`config.mk`:
```
export PLATFORM = sky130hd
export DESIGN_NAME = control_word_sequencer
export DESIGN_NICKNAME = d
export VERILOG_FILES = /design/src/rtl/legv8_ctrl_pkg.sv /design/src/rtl/cw_decode.sv /design/src/rtl/control_word_sequencer.sv
export SDC_FILE = /design/constraint.sdc
export NUM_CORES = 1
export LEC_CHECK = 0
export BUFFER_PORTS_ARGS = -buffer_cell sky130_fd_sc_hd__clkbuf_2
export CORE_ASPECT_RATIO = 0.6
export CORE_MARGIN = 2
export CORE_UTILIZATION = 30
export CTS_CLUSTER_SIZE = 24
export DETAILED_ROUTE_END_ITERATION = 7
export SETUP_SLACK_MARGIN = 0.5
export SLEW_MARGIN = 15
export SYNTH_ARGS = -nofsm -noshare
export SYNTH_HDL_FRONTEND = slang
export SYNTH_SLANG_ARGS = --single-unit
```
`constraint.sdc`:
```
create_clock -name clk -period 1.35 [get_ports clk]
set_input_delay 0.0675 -clock clk [delete_from_list [all_inputs] [get_ports clk]]
set_output_delay 0.0675 -clock clk [all_outputs]
set_load 0.005 [all_outputs]
```
`src/rtl/legv8_ctrl_pkg.sv`:
```
// Shared LEGv8 control definitions: opcodes, ALU function-select codes,
// the control-word layout and the sequencer state encoding.
package legv8_ctrl_pkg;

  typedef enum logic [4:0] {
    OP_NOP    = 5'b00000,
    OP_ADD    = 5'b00001,
    OP_SUB    = 5'b00010,
    OP_AND    = 5'b00011,
    OP_ORR    = 5'b00100,
    OP_EOR    = 5'b00101,
    OP_ADDI   = 5'b00110,
    OP_SUBI   = 5'b00111,
    OP_ADDS   = 5'b01000,
    OP_SUBS   = 5'b01001,
    OP_CMP    = 5'b01010,
    OP_MOV    = 5'b01011,
    OP_MOVI   = 5'b01100,
    OP_LSL    = 5'b01101,
    OP_CLRALL = 5'b01110
  } opcode_e;

  localparam logic [4:0] FS_AND = 5'b00000;
  localparam logic [4:0] FS_ORR = 5'b00100;
  localparam logic [4:0] FS_ADD = 5'b01000;
  localparam logic [4:0] FS_SUB = 5'b01001;
  localparam logic [4:0] FS_EOR = 5'b01100;
  localparam logic [4:0] FS_LSL = 5'b10000;

  localparam logic [4:0] XZR_IDX      = 5'd31;
  // Highest register cleared by CLRALL; r31 is the zero register.
  localparam logic [4:0] CLR_LAST_IDX = 5'd30;

  typedef struct packed {
    logic        w;
    logic        en_alu;
    logic        en_b;
    logic        k_sel;
    logic        c0;
    logic [4:0]  sa;
    logic [4:0]  sb;
    logic [4:0]  da;
    logic [4:0]  fs;
    logic [63:0] k;
  } cw_t;

  localparam cw_t CW_IDLE = '0;

  typedef enum logic {
    ST_RUN = 1'b0,
    ST_CLR = 1'b1
  } state_e;

  function automatic cw_t alu_word(input logic [4:0] rd,
                                   input logic [4:0] rn,
                                   input logic [4:0] rm,
                                   input logic [4:0] fs,
                                   input logic       c0);
    cw_t cw;
    cw        = CW_IDLE;
    cw.w      = 1'b1;
    cw.en_alu = 1'b1;
    cw.sa     = rn;
    cw.sb     = rm;
    cw.da     = rd;
    cw.fs     = fs;
    cw.c0     = c0;
    return cw;
  endfunction

  // CLRALL writes (0 AND K=0) into one register per cycle.
  function automatic cw_t clr_word(input logic [4:0] da);
    cw_t cw;
    cw        = CW_IDLE;
    cw.w      = 1'b1;
    cw.en_alu = 1'b1;
    cw.k_sel  = 1'b1;
    cw.k      = 64'd0;
    cw.fs     = FS_AND;
    cw.da     = da;
    return cw;
  endfunction

endpackage

```
`src/rtl/cw_decode.sv`:
```
// Combinational instruction decoder: instruction word -> control word plus
// flag-capture, illegal-opcode and CLRALL indications.
module cw_decode
  import legv8_ctrl_pkg::*;
(
  input  logic [31:0] instr,
  output cw_t         o_cw,
  output logic        o_flag_set,
  output logic        o_illegal,
  output logic        o_clrall
);

  logic [4:0]  w_op;
  logic [4:0]  w_rd;
  logic [4:0]  w_rn;
  logic [4:0]  w_rm;
  logic [11:0] w_imm;

  assign w_op  = instr[31:27];
  assign w_rd  = instr[26:22];
  assign w_rn  = instr[21:17];
  assign w_rm  = instr[16:12];
  assign w_imm = instr[11:0];

  always_comb begin
    // NOTE: every output gets a default first so no path can infer a latch.
    o_cw       = CW_IDLE;
    o_flag_set = 1'b0;
    o_illegal  = 1'b0;
    o_clrall   = 1'b0;
    case (w_op)
      OP_NOP: o_cw = CW_IDLE;
      OP_ADD: o_cw = alu_word(w_rd, w_rn, w_rm, FS_ADD, 1'b0);
      OP_SUB: o_cw = alu_word(w_rd, w_rn, w_rm, FS_SUB, 1'b1);
      OP_AND: o_cw = alu_word(w_rd, w_rn, w_rm, FS_AND, 1'b0);
      OP_ORR: o_cw = alu_word(w_rd, w_rn, w_rm, FS_ORR, 1'b0);
      OP_EOR: o_cw = alu_word(w_rd, w_rn, w_rm, FS_EOR, 1'b0);
      OP_ADDI: begin
        o_cw       = alu_word(w_rd, w_rn, w_rm, FS_ADD, 1'b0);
        o_cw.k_sel = 1'b1;
        o_cw.k     = {52'd0, w_imm};
      end
      OP_SUBI: begin
        o_cw       = alu_word(w_rd, w_rn, w_rm, FS_SUB, 1'b1);
        o_cw.k_sel = 1'b1;
        o_cw.k     = {52'd0, w_imm};
      end
      OP_ADDS: begin
        o_cw       = alu_word(w_rd, w_rn, w_rm, FS_ADD, 1'b0);
        o_flag_set = 1'b1;
      end
      OP_SUBS: begin
        o_cw       = alu_word(w_rd, w_rn, w_rm, FS_SUB, 1'b1);
        o_flag_set = 1'b1;
      end
      OP_CMP: begin
        // Compare is a SUBS whose result is discarded.
        o_cw       = alu_word(w_rd, w_rn, w_rm, FS_SUB, 1'b1);
        o_cw.w     = 1'b0;
        o_flag_set = 1'b1;
      end
      OP_MOV: begin
        o_cw.w    = 1'b1;
        o_cw.en_b = 1'b1;
        o_cw.sb   = w_rm;
        o_cw.da   = w_rd;
      end
      OP_MOVI: begin
        o_cw       = alu_word(w_rd, XZR_IDX, w_rm, FS_ORR, 1'b0);
        o_cw.k_sel = 1'b1;
        o_cw.k     = {52'd0, w_imm};
      end
      OP_LSL: begin
        o_cw       = alu_word(w_rd, w_rn, w_rm, FS_LSL, 1'b0);
        o_cw.k_sel = 1'b1;
        o_cw.k     = {58'd0, w_imm[5:0]};
      end
      OP_CLRALL: o_clrall = 1'b1;
      default:   o_illegal = 1'b1;
    endcase
  end

endmodule

```
`src/rtl/control_word_sequencer.sv`:
```
// LEGv8 control-word sequencer: issues one decoded instruction per cycle and
// expands CLRALL into a 31-cycle register-clearing sequence (r0..r30).
module control_word_sequencer
  import legv8_ctrl_pkg::*;
(
  input  logic        clk,
  input  logic        rst,
  input  logic        in_valid,
  output logic        in_ready,
  input  logic [31:0] instr,
  output logic        W,
  output logic        EN_ALU,
  output logic        EN_B,
  output logic        K_SEL,
  output logic        C0,
  output logic [4:0]  SA,
  output logic [4:0]  SB,
  output logic [4:0]  DA,
  output logic [4:0]  FS,
  output logic [63:0] K,
  input  logic [3:0]  status_in,
  output logic [3:0]  flags,
  output logic        busy,
  output logic        illegal
);

  cw_t        w_dec_cw;
  logic       w_dec_flag_set;
  logic       w_dec_illegal;
  logic       w_dec_clrall;
  logic       w_accept;

  state_e     r_state;
  state_e     w_state_next;
  logic [4:0] r_count;
  logic [4:0] w_count_next;
  cw_t        r_cw;
  cw_t        w_cw_next;
  logic       r_flag_set;
  logic       w_flag_set_next;
  logic [3:0] r_flags;
  logic       r_illegal;
  logic       r_in_ready;

  cw_decode u_cw_decode (
    .instr      (instr),
    .o_cw       (w_dec_cw),
    .o_flag_set (w_dec_flag_set),
    .o_illegal  (w_dec_illegal),
    .o_clrall   (w_dec_clrall)
  );

  // r_in_ready is low through reset and during CLR, so acceptance implies RUN.
  assign w_accept = in_valid & r_in_ready;

  always_comb begin
    w_state_next    = r_state;
    w_count_next    = r_count;
    w_cw_next       = CW_IDLE;
    w_flag_set_next = 1'b0;
    case (r_state)
      ST_RUN: begin
        if (w_accept) begin
          if (w_dec_clrall) begin
            w_state_next = ST_CLR;
            w_count_next = 5'd0;
            w_cw_next    = clr_word(5'd0);
          end else begin
            w_cw_next       = w_dec_cw;
            w_flag_set_next = w_dec_flag_set;
          end
        end
      end
      ST_CLR: begin
        // Counter saturates at r30 and hands control back to RUN.
        if (r_count == CLR_LAST_IDX) begin
          w_state_next = ST_RUN;
        end else begin
          w_count_next = r_count + 5'd1;
          w_cw_next    = clr_word(r_count + 5'd1);
        end
      end
      default: w_state_next = ST_RUN;
    endcase
  end

  always_ff @(posedge clk or negedge rst) begin
    if (!rst) begin
      r_state    <= ST_RUN;
      r_count    <= 5'd0;
      r_cw       <= CW_IDLE;
      r_flag_set <= 1'b0;
      r_flags    <= 4'd0;
      r_illegal  <= 1'b0;
      r_in_ready <= 1'b0;
    end else begin
      // NOTE: sequential state uses non-blocking assignments so every
      // register samples pre-edge values regardless of statement order.
      r_state    <= w_state_next;
      r_count    <= w_count_next;
      r_cw       <= w_cw_next;
      r_flag_set <= w_flag_set_next;
      r_in_ready <= (w_state_next == ST_RUN);
      if (r_flag_set) begin
        r_flags <= status_in;
      end
      if (w_accept && w_dec_illegal) begin
        r_illegal <= 1'b1;
      end
    end
  end

  assign W        = r_cw.w;
  assign EN_ALU   = r_cw.en_alu;
  assign EN_B     = r_cw.en_b;
  assign K_SEL    = r_cw.k_sel;
  assign C0       = r_cw.c0;
  assign SA       = r_cw.sa;
  assign SB       = r_cw.sb;
  assign DA       = r_cw.da;
  assign FS       = r_cw.fs;
  assign K        = r_cw.k;
  assign flags    = r_flags;
  assign illegal  = r_illegal;
  assign busy     = (r_state == ST_CLR);
  assign in_ready = r_in_ready;

endmodule

```
======== After elaboration in Yosys (flattened, before gate mapping) ========
Cells that the tools add are included.
storage, ports and cells
  register bits ........................... 102
  output and inout port bits .............. 96
  input port bits ......................... 39
  word-level logic and storage cells ...... 74
cells by class
  reductions and logical operators ........ 12
  $add $sub $neg .......................... 1
  bitwise gates (word level) .............. 3
  equality and inequality tests ........... 18
  muxes and demuxes ....................... 24
operators by type and width
  cell                                                              count
  69-bit one-hot mux with 8 select lines                            1
  89-bit two-way mux                                                3
  89-bit one-hot mux with 2 select lines                            1
  5-bit by 4-bit == test with 1-bit output (second input constant)  7
  7-bit one-hot mux with 5 select lines                             1
  12-bit OR reduction                                               2
  5-bit by 3-bit == test with 1-bit output (second input constant)  4
  5-bit two-way mux                                                 3
  15-bit OR reduction                                               1
  13-bit OR reduction                                               1
  1-bit two-way mux                                                 12
  5-bit by 2-bit == test with 1-bit output (second input constant)  2
  10-bit two-way mux                                                1
  5-bit one-hot mux with 2 select lines                             1
  3-bit OR reduction                                                2
  5-bit by 1-bit adder with 5-bit output (second input constant)    1
  5-bit by 1-bit == test with 1-bit output (second input constant)  1
  5-bit == test (second input constant)                             1
  5-bit logical NOT                                                 1
  5-bit OR reduction                                                1
  2-bit != test (second input constant)                             2
  2-bit OR reduction                                                2
  3-bit AND reduction                                               1
  2-bit by 1-bit != test with 1-bit output (second input constant)  1
  other kinds (4)                                                   5

======== Depth between registers and ports, before layout ========
  depth in word-level cells ............... 6
  mapped depth ............................ 6
  mapped depth without buffers ............ 6

======== By module ========
A second synthesis with hierarchy kept.
second synthesis, totals
  cell total of the unflattened synthesis .. 362
  area, all modules ....................... 4311.6 sq um
modules (own cells, without submodules)
  module                  area each (sq um)  instances  cells each  seq. area each (sq um)
  control_word_sequencer  3443.3             1          231         2552.4
  cw_decode               868.3              1          131         0.0

======== Worst setup path before layout ========
Ideal clock, no wire load.
  path type ............................... register -> register
  start ................................... register r_count[0]
  end ..................................... register r_count[1]
  stages on the path, launching flop included .. 7
  setup time .............................. 0.078 ns
  setup slack ............................. 0.041 ns
  arrival time ............................ 1.231 ns
  path buffers ............................ 0
  period minus slack after synthesis ...... 1.309 ns
  required time ........................... 1.272 ns
  cells stage by stage .................... dfrtp_1 inv_1 ha_1 nand4_1 nand2_2 a21boi_4 o2bb2ai_1
between the ends
  longest elaborated chain between the ends .. 3
  elaborated cells between the ends (all ways) .. 6
  those cells by class .................... add/sub (1); eq/ne (2); mux (2); reduce/logical (1)
ends and longest elaborated chain
  element                                                                              line                                                        text
  from (decl)                                                                          control_word_sequencer.sv:35                                logic [4:0] r_count;
  from (signal assigned)                                                               control_word_sequencer.sv:100                               r_count <= w_count_next;
  5-bit by 1-bit adder with 5-bit output / 5-bit == test (equally long branches)       control_word_sequencer.sv:79, control_word_sequencer.sv:76
  5-bit two-way mux / 2-bit != test (equally long branches)                            -
  5-bit one-hot mux with 2 select lines / 3-bit AND reduction (equally long branches)  -
Several ways; a longest one is shown, not always the timed one. The select of a mux whose other input is x is not followed.
A chain may end at the register's enable or synchronous reset.

======== Final worst setup path ========
  start ................................... register r_count[0]
  end ..................................... register r_count[2]
Same word-level chain as after synthesis.

==> out/results.tsv <==
metric	value	unit
hold_violations	0	
clock_latency	0.28	ns
boundaryPins	135	
synthSimpleGateAreaFrac	0.1407	
synth_xor_area_frac	0.01128	
rsz0062_at_grt	yes	
clock_skew	0.004420	ns
core.rowCount	24	
cts.htree.levels	2	
design.die.area	8510	um^2
layout_commonest_cell	clkbuf_2	
vdd_drop_max	0.0006070	V
start_util	0.3154	
ff_latch_area	1227	um^2
synth.distinct_cells	41	
cap_violations	0	
fin_area	3423	um^2
placed_cells	397	
synth_top_family_by_area	buffers and inverters	
syn2layout_area_growth	46.94	%
synth-compound-area-share	0.09721	
reg2regPathDepth	6	
finalWeightedCongestion	0.7637	
crit_path_end_kind	flop	
power-per-cell-area	1299	nW/um^2
finalSetupTns	-0.6339	ns
reg2reg_slack	-0.07	ns
ys_top_cells_by_area	dfrtp_1 53%, buf_4 18%, and2_1 4.6%	
syn_area	2330	um^2
violations	negative setup slack	
vias_per_cell	3.964	
grt_antenna_before_repair	0	
grt_overflow_total	0	
grt_pass1_wl	8.211	mm
regToRegStartpoint	r_count[0]$_DFFE_PN0P_	
ant_nets	0	
synth_top_area_share	0.5263	
leakage	1.855	nW
required	1.58	ns
dr.first_iter.drc_count	98	
synth_cells	205	
nNetsFinal	376	
final_cells	440	
n_antenna_cell	0	
crit_path_start	r_count[0]$_DFFE_PN0P_	
period_needed	1.422	ns
synthMuxAreaShare	0.02363	
dr.pass1.iters	4	
synth_adder_area_share	0.01074	
finalCritPeriodShare	1.053	
min_path_type	primary input to flop	
num_vias	1744	
setup.worst_path.class	flop to flop	
track_usage	0.1260	
setup_ws	-0.07194	ns
outcome	complete, but fails checks	
utilization	0.4634	
most-common-layout-cells	66 x clkbuf_2, 53 x conb_1, 48 x dfrtp_1, 19 x dlygate4sd3_1, 16 x buf_4	
fmax	0.7033	GHz
cts-root-buf	clkbuf_16	
clock_sinks	49	
grt_pass1_vias	1634	
cts_buffer_depth	2	
endpoint	r_count[2]$_DFFE_PN0P_	
yosysSeqAreaShare	0.5263	
synth_top_area_cell	dfrtp_1	
setup_viol	12	
place.detailed.hpwl	3.733	mm
synth_edf_count	0	
fillers	702	
drcViolationCount	0	
dieWidth	117.8	um
hold_ws	0.009603	ns
post_dp_cell_area	2763	um^2
die_y	72.26	um
yosysWarnings	0	
start_kind	flop	
slew_viol_final	0	
ys_async_sr_fraction	1.000	
wire_per_inst	12.56	um
synth_seq_cells	49	
crit_arrival	1.65	ns
cts_buffers	5	
r2r_end	r_count[2]$_DFFE_PN0P_	
avgSynthCellArea	11.36	um^2
multiInputGateArea	1040	um^2
drive_above_1_share	0.4911	
fp.coreArea	7387	um^2
ys.flop_type	dfrtp_1	
grt_max_degree	50	
wl	5.527	mm
clk_pin_slew	0.06	ns
io_buffers	81	
cts_tree	built	
worstPathMaxFanout	8	
## worst min path at each step
stage                            endpoint  slack, ns      start  cells past startpoint
after floorplan              C0$_DFF_PN0_      -0.23        rst                      0
final                     SB[1]$_DFF_PN0_       0.01  instr[13]                      2
after global routing      SB[4]$_DFF_PN0_      0.002  instr[16]                      2
after detailed placement   K[3]$_DFF_PN0_       0.09        rst                      2
after CTS                 SB[4]$_DFF_PN0_      0.001  instr[16]                      2
after global placement     K[3]$_DFF_PN0_       0.08        rst                      2
## layer usage
metal / wire length [um] / GRT usage
met3: 455 / 0.04953
met5: 0 / 0
met4: 58 / 0.03882
met2: 2495 / 0.1951
met1: 2517 / 0.1646
## critical path, stage by stage, from the launching register on
cell and delay [ns]:
dfrtp_1 0.39, inv_1 0.07, ha_2 0.18, nand4_1 0.14, nand2_2 0.10, a21boi_4 0.31
a21o_1 0.17
## final cells by class
cell class              count  share of cell area
clock buffers               6             0.03765
clock inverters             2            0.002924
inverters                   3            0.003289
multi-input cells         148              0.3037
flip-flops and latches     49              0.3586
well taps                 104             0.03801
repair buffers            128              0.2558
## state kept, by name, summed over array words and instances, names as in the netlist, 4 cells and up
signal / flops
K: 12
SB: 5
FS: 4
flags: 4
DA: 5
r_count: 5
SA: 5
## logic make-up (layout without fill, tap and decap cells)
| logic type | count (synthesis) | in the layout |
|---|---|---|
| flip-flops | 49 | 49 |
| other | 1 | 53 |
| adder cells (fa/ha/maj) | 2 | 2 |
| XOR/XNOR | 3 | 3 |
| multiplexers | 5 | 5 |
| AND/OR/NAND/NOR | 54 | 55 |
| AO/OA/AOI/OAI | 30 | 30 |
| buffers and inverters | 61 | 139 |
## report_power, final
group / internal (mW) / total [mW] / switching [mW]
sequential: 1.66 / 1.81 / 0.147
combinational: 0.831 / 1.43 / 0.602
clock: 0.681 / 1.21 / 0.525
## Yosys cell counts (all sizes together), types with 2 or more instances
cell,number
or3,2
and3,3
nor3b,2
inv,3
nand2,8
xnor2,2
and2,17
o21ai,3
nand4,2
nor2,10
o2bb2ai,2
o21a,5
ha,2
nand3,2
mux2,4
a21oi,4
a21o,8
a21boi,2
dfrtp,49
buf,58
## timing repair
| item | CTS | global route |
|---|---|---|
| setup endpoints to repair | 54 | 75 |
| hold buffers | 19 | 0 |
| gates cloned | 1 | 0 |
| pin swaps | 13 | 13 |
| endpoints found under the hold margin | 67 | 0 |
| setup buffers | 10 | 5 |
| resized for setup | 31 | 40 |
## metrics by stage
stage,worst slack [ns],total power [mW]
6_report,-0.07194,4.449
4_1_cts,-0.06216,4.267
5_1_grt,-0.1692,4.713
2_1_floorplan,0.05094,2.388
3_5_place_dp,-0.08904,2.710
3_3_place_gp,0.01847,2.686
No activity file was read; power rests on OpenSTA's default activity.
